$ cat src/rtl/tinysoc_pkg.sv
// tinysoc_pkg: shared loader defaults, state encoding and configuration check.
package tinysoc_pkg;

   localparam int CHUNK_W_DEF = 4;
   localparam int WORD_W_DEF  = 16;
   localparam int DEPTH_DEF   = 16;

   typedef enum logic [1:0] {
      LOAD  = 2'd0,
      CHECK = 2'd1,
      DONE  = 2'd2,
      ERROR = 2'd3
   } ld_state_e;

   // A word must split into at least two whole chunks for the shift register to exist.
   function automatic bit chunks_fit(input int word_w, input int chunk_w);
      return chunk_w > 0 && word_w % chunk_w == 0 && word_w / chunk_w >= 2;
   endfunction

endpackage

$ cat src/rtl/chunk_assembler.sv
// chunk_assembler: gathers little-endian chunks into one word, valid with the final chunk.
module chunk_assembler #(
   parameter int CHUNK_W = 4,
   parameter int WORD_W  = 16
) (
   input  logic               clk,
   input  logic               rst_n,
   input  logic               clr,
   input  logic               accept,
   input  logic [CHUNK_W-1:0] in_data,
   output logic               word_valid,
   output logic [WORD_W-1:0]  word
);

   localparam int CHUNKS = WORD_W / CHUNK_W;
   localparam int CNT_W  = $clog2(CHUNKS);
   localparam int SH_W   = WORD_W - CHUNK_W;

   logic [CNT_W-1:0] cnt;
   logic [SH_W-1:0]  sh;
   logic             last;

   assign last       = cnt == CNT_W'(CHUNKS - 1);
   assign word_valid = accept && last;
   assign word       = {in_data, sh};

   always_ff @(posedge clk or negedge rst_n) begin
      if (!rst_n) begin
         cnt <= '0;
         sh  <= '0;
      end else if (clr) begin
         cnt <= '0;
      end else if (accept) begin
         cnt <= last ? '0 : cnt + 1'b1;
         if (!last) sh[cnt*CHUNK_W +: CHUNK_W] <= in_data;
      end
   end

endmodule

$ cat src/rtl/prog_loader.sv
// prog_loader: streams chunks into sequential instruction memory writes, then verifies an XOR checksum.
module prog_loader
   import tinysoc_pkg::*;
#(
   parameter int CHUNK_W = CHUNK_W_DEF,
   parameter int WORD_W  = WORD_W_DEF,
   parameter int DEPTH   = DEPTH_DEF,
   parameter int ADDR_W  = $clog2(DEPTH)
) (
   input  logic               clk,
   input  logic               rst_n,
   input  logic               start,
   input  logic               in_valid,
   input  logic [CHUNK_W-1:0] in_data,
   output logic               in_ready,
   output logic               mem_wr,
   output logic [ADDR_W-1:0]  mem_addr,
   output logic [WORD_W-1:0]  mem_wdata,
   output logic               busy,
   output logic               done,
   output logic               err,
   output logic               cpu_en
);

   if (!chunks_fit(WORD_W, CHUNK_W)) begin : g_bad_chunks
      $error("prog_loader: WORD_W must be a multiple (at least 2x) of CHUNK_W");
   end
   if (DEPTH < 2) begin : g_bad_depth
      $error("prog_loader: DEPTH must be at least 2");
   end

   ld_state_e         state, state_nxt;
   logic [ADDR_W-1:0] addr;
   logic [WORD_W-1:0] csum, word;
   logic              accept, word_valid, clr, last_addr, load_wr;

   assign busy      = state == LOAD || state == CHECK;
   assign in_ready  = busy;
   assign cpu_en    = done;
   assign accept    = in_valid && in_ready;
   assign clr       = start && !busy;
   assign last_addr = addr == ADDR_W'(DEPTH - 1);
   assign load_wr   = word_valid && state == LOAD;

   chunk_assembler #(.CHUNK_W(CHUNK_W), .WORD_W(WORD_W)) u_asm (
      .clk       (clk),
      .rst_n     (rst_n),
      .clr       (clr),
      .accept    (accept),
      .in_data   (in_data),
      .word_valid(word_valid),
      .word      (word)
   );

   always_comb begin
      state_nxt = state;
      unique case (state)
         LOAD:    state_nxt = load_wr && last_addr ? CHECK : LOAD;
         CHECK:   state_nxt = !word_valid ? CHECK : (word == csum ? DONE : ERROR);
         default: state_nxt = start ? LOAD : state;
      endcase
   end

   always_ff @(posedge clk or negedge rst_n) begin
      if (!rst_n) begin
         state     <= LOAD;
         addr      <= '0;
         csum      <= '0;
         mem_wr    <= 1'b0;
         mem_addr  <= '0;
         mem_wdata <= '0;
         done      <= 1'b0;
         err       <= 1'b0;
      end else begin
         state  <= state_nxt;
         mem_wr <= load_wr;
         done   <= state_nxt == DONE;
         err    <= state_nxt == ERROR;
         if (clr) begin
            csum <= '0;
            addr <= '0;
         end else if (load_wr) begin
            mem_addr  <= addr;
            mem_wdata <= word;
            csum      <= csum ^ word;
            addr      <= last_addr ? '0 : addr + 1'b1;
         end
      end
   end

endmodule

$ cat config.mk
export PLATFORM = sky130hd
export DESIGN_NAME = prog_loader
export DESIGN_NICKNAME = d
export VERILOG_FILES = /design/src/rtl/tinysoc_pkg.sv /design/src/rtl/chunk_assembler.sv /design/src/rtl/prog_loader.sv
export SDC_FILE = /design/constraint.sdc
export NUM_CORES = 1
export LEC_CHECK = 0
export CORE_MARGIN = 2
export CORE_UTILIZATION = 51
export CTS_CLUSTER_SIZE = 30
export DETAILED_ROUTE_END_ITERATION = 10
export DONT_BUFFER_PORTS = 1
export GPL_TIMING_DRIVEN = 0
export HOLD_SLACK_MARGIN = 0.08
export PLACE_DENSITY = 0.62
export REMOVE_ABC_BUFFERS = 1
export SLEW_MARGIN = 20
export SYNTH_ARGS = -nofsm -noshare
export SYNTH_HDL_FRONTEND = slang
export SYNTH_SLANG_ARGS = --single-unit
export TNS_END_PERCENT = 5
$ cat constraint.sdc
create_clock -name clk -period 1.7 [get_ports clk]
set_input_delay 0.34 -clock clk [delete_from_list [all_inputs] [get_ports clk]]
set_output_delay 0.34 -clock clk [all_outputs]
set_load 0.05 [all_outputs]
# Word level (Yosys, flattened, before mapping)
# Index checks and enable logic that the tools add are counted.
# W data, S select, Z words.
[totals]
reg_bits = 59
input_bits = 8
output_inout_bits = 26
elab_cells = 50
[op_classes]
add_sub_neg = 3
eq_ne = 6
shift = 2
n_mux = 14
n_bitwise = 3
reduce_logical = 12
[op_table]
columns = ["op", "count"]
rows = [
  ["$neg A4 Y34", 1],
  ["$shift A4 B34 Y12 const A", 1],
  ["$shiftx A4 B34 Y12", 1],
  ["$mux W16", 2],
  ["$eq A16 B16 Y1", 1],
  ["$xor A16 B16 Y16", 1],
  ["$bwmux W12", 1],
  ["$mux W4", 3],
  ["$mux W2", 5],
  ["$eq A2 B2 Y1 const B", 3],
  ["$logic_and A1 B1 Y1", 5],
  ["$add A4 B1 Y4 const B", 1],
  ["$eq A4 B4 Y1 const B", 1],
  ["$pmux W2 S2", 1],
  ["$reduce_bool A2 Y1", 2],
  ["$reduce_and A3 Y1", 1],
  ["$add A2 B1 Y2 const B", 1],
  ["$eq A2 B1 Y1 const B", 1],
  ["$logic_not A2 Y1", 1],
  ["$mux W1", 2],
  ["$not A1 Y1", 2],
  ["$reduce_and A2 Y1", 1],
  ["$logic_not A1 Y1", 1],
  ["$logic_or A1 B1 Y1", 1],
]

# Logic depth before layout (Yosys ltp)
[logic_depth]
ltp_word = 9
ltp_mapped = 8
depth_no_buf = 7

# Cells and area by module
# From an unflattened synthesis, not the netlist that was laid out.
[hier_totals]
cells_unflattened = 273
area_unflattened_um2 = 2668.8
[by_module_without_submodules]
columns = ["mod", "n_inst", "cells_each", "area_each_um2", "seq_area_each_um2"]
rows = [
  ["prog_loader", 1, 218, 1976.9, 1126.1],
  ["chunk_assembler", 1, 55, 691.9, 350.3],
]

# Worst setup path before layout
# No wires, ideal clock.
[synth_path]
path_type = "register to register"
startpoint = "reg u_asm.cnt[0]"
endpoint = "reg addr[3]"
setup_time_ns = 0.074
arrival_time_ns = 1.491
required_time_ns = 1.626
setup_slack_ns = 0.135
stages_incl_launch_ff = 9
path_buffers = 1
synth_period_minus_slack_ns = 1.565
path_cell_list = "dfrtp_1 > ha_1 > and3b_2 > nand2_4 > inv_4 > a21oi_4 > buf_6 > o21ai_2 > o21ai_2"
[synth_via]
elab_chain_len = 4
[synth_lines]
columns = ["element", "line_no", "source"]
rows = [
  ["from (decl)", "chunk_assembler.sv:19", "logic [CNT_W-1:0] cnt;"],
  ["from (signal assigned)", "chunk_assembler.sv:34", "cnt <= last ? '0 : cnt + 1'b1;"],
  ["$eq A2 B2 Y1", "chunk_assembler.sv:23", "assign last = cnt == CNT_W'(CHUNKS - 1);"],
  ["$logic_and A1 B1 Y1", "chunk_assembler.sv:24", "assign word_valid = accept && last;"],
  ["$logic_and A1 B1 Y1", "prog_loader.sv:43", "assign load_wr = word_valid && state == LOAD;"],
  ["$reduce_bool A2 Y1 (no line)", "--", ""],
  ["to (signal assigned)", "prog_loader.sv:86", "addr <= last_addr ? '0 : addr + 1'b1;"],
  ["to (decl)", "prog_loader.sv:33", "logic [ADDR_W-1:0] addr;"],
]
# Every way passes these cells.
# A chain may end at the register's enable or synchronous reset.

# Worst setup path in the final report
[layout_path]
startpoint = "reg u_asm.cnt[1]"
endpoint = "reg csum[7]"
[layout_via]
elab_chain_len = 4
[layout_lines]
columns = ["element", "line_no", "source"]
rows = [
  ["$eq A2 B2 Y1", "chunk_assembler.sv:23", ""],
  ["$logic_and A1 B1 Y1", "chunk_assembler.sv:24", ""],
  ["$logic_and A1 B1 Y1", "prog_loader.sv:43", ""],
  ["$reduce_bool A2 Y1 (no line)", "--", ""],
  ["to (signal assigned)", "prog_loader.sv:85", "csum <= csum ^ word;"],
  ["to (decl)", "prog_loader.sv:34", "logic [WORD_W-1:0] csum, word;"],
]
# Every way passes these cells.

==> flow_summary.toml <==
[power]
p_int_mw = 3.49
vdd_ir_drop_max_uv = 1040
power_density_nw_per_um2 = 2010
netSwitchingFraction_pct = 45.6
power_switching_mw = 2.92
p_clk_share_pct = 21.4
pwr-share-seq_pct = 50.3
p_leak_nw = 1.53
p_comb_share_pct = 28.4

[timing]
setup_violations = 3
period_needed_ns = 1.74
clock_skew_ns = 0.00671
max_freq_mhz = 576
tightest_slew_ns = 0.864
finalHoldViolCount = 0
final_max_slew_viol_count = 0
setup_tns_ns = -0.0653
fin_ws_ns = -0.0353
period_share_pct = 102
slew-limit-headroom_pct = 42.4
rsz0062_at_grt = "yes"

[grt]
met2_usage_pct = 31.9
grtUsageMet3_pct = 7.53
groute.usage.overall_pct = 22.3
gr-total-overflow = 0
grt_max_degree = 60
busiest_layer = "met2"
met1_usage_pct = 31.0
grt_pass1_vias = 2011
grt_pass1_wl_um = 10000
antenna_found_initial = 0

[critical_path]
critPathRequiredTime_ns = 1.94
end_kind = "flip-flop"
start_kind = "flip-flop"
worst_r2r_endpoint = "csum[7]$_DFFE_PN0P_"
r2r_start = "u_asm.cnt[1]$_DFFE_PN0P_"
criticalPathCategory = "reg -> reg"
critical_path_arrival_ns = 1.97
reg2reg_depth = 9
crit_fanout = 13
rrSetupSlack_ns = -0.04

[logic_synthesis]
synth_mux_area_share_pct = 0.731
ys_seq_elements = 59
synth_xor_area_share_pct = 5.44
synth_compound_area_share_pct = 14.3
ys_async_sr_fraction_pct = 100
synth_edf_count = 0
syn_avg_cell_area_sq_um = 9.61
netlist_instances = 285
synthTopCellsByArea = "dfrtp_1, nand2_1, o21ai_2"
syn-cell-area_sq_um = 2740
yosysMostFrequentCell = "nand2_1"
synth_top_cell_by_area = "dfrtp_1"
ys_top_cells_by_count = "nand2_1, dfrtp_1, o21ai_0"
yosysTopAreaCellShare_pct = 53.9
synth_cell_type_count = 29
synth_top_family_by_area = "simple AND/OR/NAND/NOR gates"
synth_warnings = 0
seq_area_frac_synth_pct = 53.9
ys.flop_type = "dfrtp_1"
yosys.area_share.simple_pct = 19.5
synth_fa_ha_area_share_pct = 2.74

[job]
drv_cap = 0

[floorplanning]
fp-row-count = 26
pin_count = 34
initial_utilization_pct = 53.3
die-height_um = 77.3
dieWidth_um = 77.3
die-area_sq_um = 5970
coreArea_sq_um = 5140

[drt]
drc = 0
post_drt_wl_per_cell_um = 15.5
drt_iter0_markers = 109
first_pass_iters = 4
antenna_left = 0
via_per_inst = 5.21
routed_wl_um = 5850
via_count = 1964

[placed_design]
dp_hpwl_um = 3320
post-place-ws_ns = -0.877
port_buffers = 0
place_inst = 345
gp_congestion = 0.774

[clock_network]
insertion_delay_ns = 0.35
cts_num_sinks = 59
htree_num_levels = 3
cts-root-buf = "clkbuf_8"
cts_tree = "yes"
cts_buffers = 9
clk_pin_slew_worst_paths_ns = 0.07
clockBufferDepth = 2

[final_layout]
fin_cells = 377
drive_above_1_share_pct = 20.2
syn2layout_area_growth_pct = 16.7
final_util_pct = 62.1
nets = 316
antenna_cells = 0

[run_status]
status = "complete, but fails checks"
violations = "negative setup slack"

[min_path]
min_path_type = "in -> reg"
holdPathEnd = "u_asm.sh[3]$_DFFE_PN0P_"
whs_path_depth = 2
hold_start = "in_data[3]"
-- power by group through the flow --
stage / Combinational, mW / Clock (mW) / Sequential [mW]
global route: 2.07 / 1.46 / 3.30
CTS: 1.76 / 1.40 / 3.22
finish: 1.82 / 1.37 / 3.22
global placement: 1.42 / 0 / 3.26
floorplan: 1.18 / 0 / 3.16
detailed placement: 1.46 / 0 / 3.27
-- per-layer routing --
layer  up-vias  routed length (um)
li1        984                   -
met4         0                 101
met2        31                2620
met3        10                 236
met1       939                2890
met5         -                   0
-- placed cells by master, fill, tap and decap left out, drive strengths merged --
master	netlist	layout
xor2	5	5
nor4	2	2
o2bb2ai	1	1
a21oi	5	5
and3b	1	1
nand2	95	97
nand2b	1	1
mux2i	2	2
xnor2	12	12
a21o	1	1
ha	6	6
clkinv	0	2
nor2	17	17
inv	6	6
nor3b	4	4
o21ai	47	47
o22ai	3	3
buf	10	11
dfrtp	59	59
nand3	3	3
dlygate4sd3	0	2
clkbuf	0	12
bufinv	0	1
a311oi	1	1
clkinvlp	0	2
nand4	4	4
-- worst max path at each step --
stage | startpoint | to | slack, ns | cells after the start
2_1_floorplan | u_asm.cnt[0]$_DFFE_PN0P_ | csum[2]$_DFFE_PN0P_ | -0.32 | 7
3_3_place_gp | u_asm.cnt[0]$_DFFE_PN0P_ | csum[4]$_DFFE_PN0P_ | -0.86 | 7
3_5_place_dp | u_asm.cnt[0]$_DFFE_PN0P_ | csum[5]$_DFFE_PN0P_ | -0.88 | 7
4_1_cts | u_asm.cnt[1]$_DFFE_PN0P_ | csum[11]$_DFFE_PN0P_ | -0.01 | 9
5_1_grt | u_asm.cnt[1]$_DFFE_PN0P_ | csum[6]$_DFFE_PN0P_ | -0.12 | 8
6_report | u_asm.cnt[1]$_DFFE_PN0P_ | csum[7]$_DFFE_PN0P_ | -0.04 | 9
-- kinds of logic (layout without fill, tap and decap cells) --
| family | after synthesis | after routing |
|---|---|---|
| fa+ha+maj | 6 | 6 |
| xor+xnor | 17 | 17 |
| mux | 2 | 2 |
| flops | 59 | 59 |
| simple gates | 127 | 129 |
| buf+inv | 16 | 36 |
| compound gates | 58 | 58 |
-- area by class of cell --
type,count,area (sq um)
Tap cell,70,87.6
Timing Repair inverter,1,8.76
Clock inverter,4,47.5
Clock buffer,12,165
Timing Repair Buffer,13,135
Multi-Input combinational cell,212,1230
Inverter,6,42.5
Sequential cell,59,1480
Fill cell,468,1950
-- through the flow --
| stage | hold slack, ns | power (mW) | area (sq um) |
|---|---|---|---|
| after CTS | -0.331 | 6.39 | 3140 |
| after floorplan | 0.0444 | 4.34 | 2670 |
| after global routing | 0.131 | 6.84 | 3190 |
| final | 0.121 | 6.41 | 3190 |
| after detailed placement | 0.0465 | 4.73 | 2760 |
| after global placement | 0.0462 | 4.68 | 2760 |
-- worst max-delay path, stage by stage, from the launching register on --
cell     delay [ns]
dfrtp_1        0.39
ha_1           0.20
and3b_2        0.29
nand2_8        0.10
inv_16         0.11
a21oi_4        0.04
buf_12         0.15
buf_4          0.14
o21ai_2        0.13
o21ai_2        0.06
-- timing repair --
item / 4_1_cts / 5_1_grt
cloned: 3 / 0
hold buffers: 1 / 2
gates resized for setup: 10 / 3
hold endpoints to repair: 61 / 59
setup buffers: 10 / 0
pin swaps: 5 / 1
setup endpoints to repair: 58 / 50
-- sequential cells by signal, summed over array words and instances, names as in the netlist --
register   flops
addr           4
cpu_en         1
csum          16
err            1
mem_addr       4
mem_wdata     16
mem_wr         1
state          2
u_asm.cnt      2
u_asm.sh      12
Note: power is estimated with default switching activity, not from simulation.
==> variant, RTL diff (same settings) <==
Set the package constant `CHUNK_W_DEF` to 8 (it was 4).
--- a/src/rtl/tinysoc_pkg.sv
+++ b/src/rtl/tinysoc_pkg.sv
@@ -2,5 +2,5 @@
 package tinysoc_pkg;
 
-   localparam int CHUNK_W_DEF = 4;
+   localparam int CHUNK_W_DEF = 8;
    localparam int WORD_W_DEF  = 16;
    localparam int DEPTH_DEF   = 16;
Ports: changed (resized in_data); port bits go from 34 to 38. The function was not compared with the original's and may differ.
==> variant against the original RTL <==
  * Utilization shrank 2.2 points
  * Clock skew shrank 2.0 ps
  * Area after synthesis shrank 14%
  * Worst setup slack lost 54 ps
  * Cell area shrank 17%
  * Wire length shrank 16%
  * Total power shrank 30%
  * The flow still finishes with violations (setup timing)
  * Sequential cell count shrank 5
==> variant: results (changes against the original RTL) <==
| Metric | Value |
|---|---|
| Synth Area in Adders | 0.00529 (-0.0221) |
| GRT met1 Usage | 0.278 (-0.0327) |
| Multi-input gates | 171 (-19%) |
| Inverters | 3 (-4) |
| Drt first pass iters | 4 (unchanged) |
| Failing checks | setup timing |
| Worst Setup SP | state[1] |
| Clk slew on worst S/H paths | 90 ps (+20 ps) |
| Worst ir drop on vdd | 859 µV (-17%) |
| Buffering overhead | 0.0227 (-0.0196) |
| TritonCTS Buffers | 5 (-4) |
| Seq/Total Area, Yosys | 0.571 (+0.0315) |
| Storage element area | 1350 µm² (-8.5%) |
| Hold buffers post-CTS | 2 (+1) |
| Psw | 0.00199 W (-32%) |
| Xor/xnor share of the synthesized area | 0.0629 (+0.00851) |
| Filler Cells Inserted | 383 (-18%) |
| FF-to-FF path depth | 4 (-5) |
| Final wirelength | 4890 µm (-16%) |
| Top cells by count, synth | nand2_1, dfrtp_1, o21ai_0, nor2_1, xnor2_1 |
| Setup ws final | -89.6 ps (-54.2 ps) |
| GR Layer Usage met2 | 0.339 (+0.0203) |
| Area of the multi-input gates | 1050 µm² (-14%) |
| Avg WL per Cell | 16.7 µm (+7.5%) |
| Dominant cells by area after synthesis | dfrtp_1, nand2_1, o21ai_0 |
| Clock buf/inv share | 0.0359 (-0.0307) |
| DP HPWL | 2860 µm (-14%) |
| Final Skew | 4.69 ps (-2.02 ps) |
| Seq cells | 54 (-8.5%) |
| Final TNS setup | -89.6 ps (-24.3 ps) |
| CP top delay family | compound AO/OA/AOI/OAI gates |
| FF-to-FF End | cpu_en |
| Critical Path AT | 2030 ps (+60 ps) |
| GR met3 Demand/Resource | 0.0514 (-0.0239) |
| Share of cells above drive strength 1 | 0.141 (-0.0609) |
| Regs by FF count | csum x16, mem_wdata x16, u_asm.sh x8 |
| Clk_lat worst skew | 310 ps (-40 ps) |
| Slew HR | 0.426 (+0.00126) |
| Placed cells | 278 (-19%) |
| Maximum net fanout on the critical path | 5 (-8) |
| Pin count of the biggest net entering global routing | 55 (-8.3%) |
| Total GRT Usage | 0.210 (-0.0138) |
| Post-DP Area | 2390 µm² (-13%) |
| Seq/total area | 0.511 (+0.0484) |
| Layout area overhead | 11.8% |
| Max incr delay on CP | 480 ps (+90 ps) |
| CLK BUF | 6 (-6) |
| Plain + repair buffers | 5 (-8) |
| Final setup fails | 1 (-2) |
| Synth cell types | 34 (+17%) |
| Status | finished with violations |
| Synthesized instance count | 237 (-17%) |
| Layout Nets | 253 (-20%) |
| Max H-tree Level | 2 (-1) |
variant: per-layer routing:
metal | vias up | wire [µm]
met2 | 41 | 2400
met3 | 5 | 248
met4 | 0 | 61
met1 | 842 | 2170
met5 | - | 0
li1 | 802 | -
variant: power groups by stage:
stage,clock network [W],logic (W),registers (W)
3_5_place_dp,0,0.000862,0.00280
2_1_floorplan,0,0.000710,0.00270
5_1_grt,0.000811,0.00113,0.00285
4_1_cts,0.000768,0.000962,0.00278
6_report,0.000738,0.000973,0.00278
3_3_place_gp,0,0.000829,0.00277
variant: how the worst min path moves through the flow:
stage	start	end	slack (ps)	cells past startpoint
after global routing	start	addr[2]	100	1
after detailed placement	rst_n	csum[5]	50	0
final	start	addr[2]	110	1
after floorplan	rst_n	addr[0]	40	0
after CTS	start	addr[2]	100	1
after global placement	rst_n	mem_wdata[5]	50	0
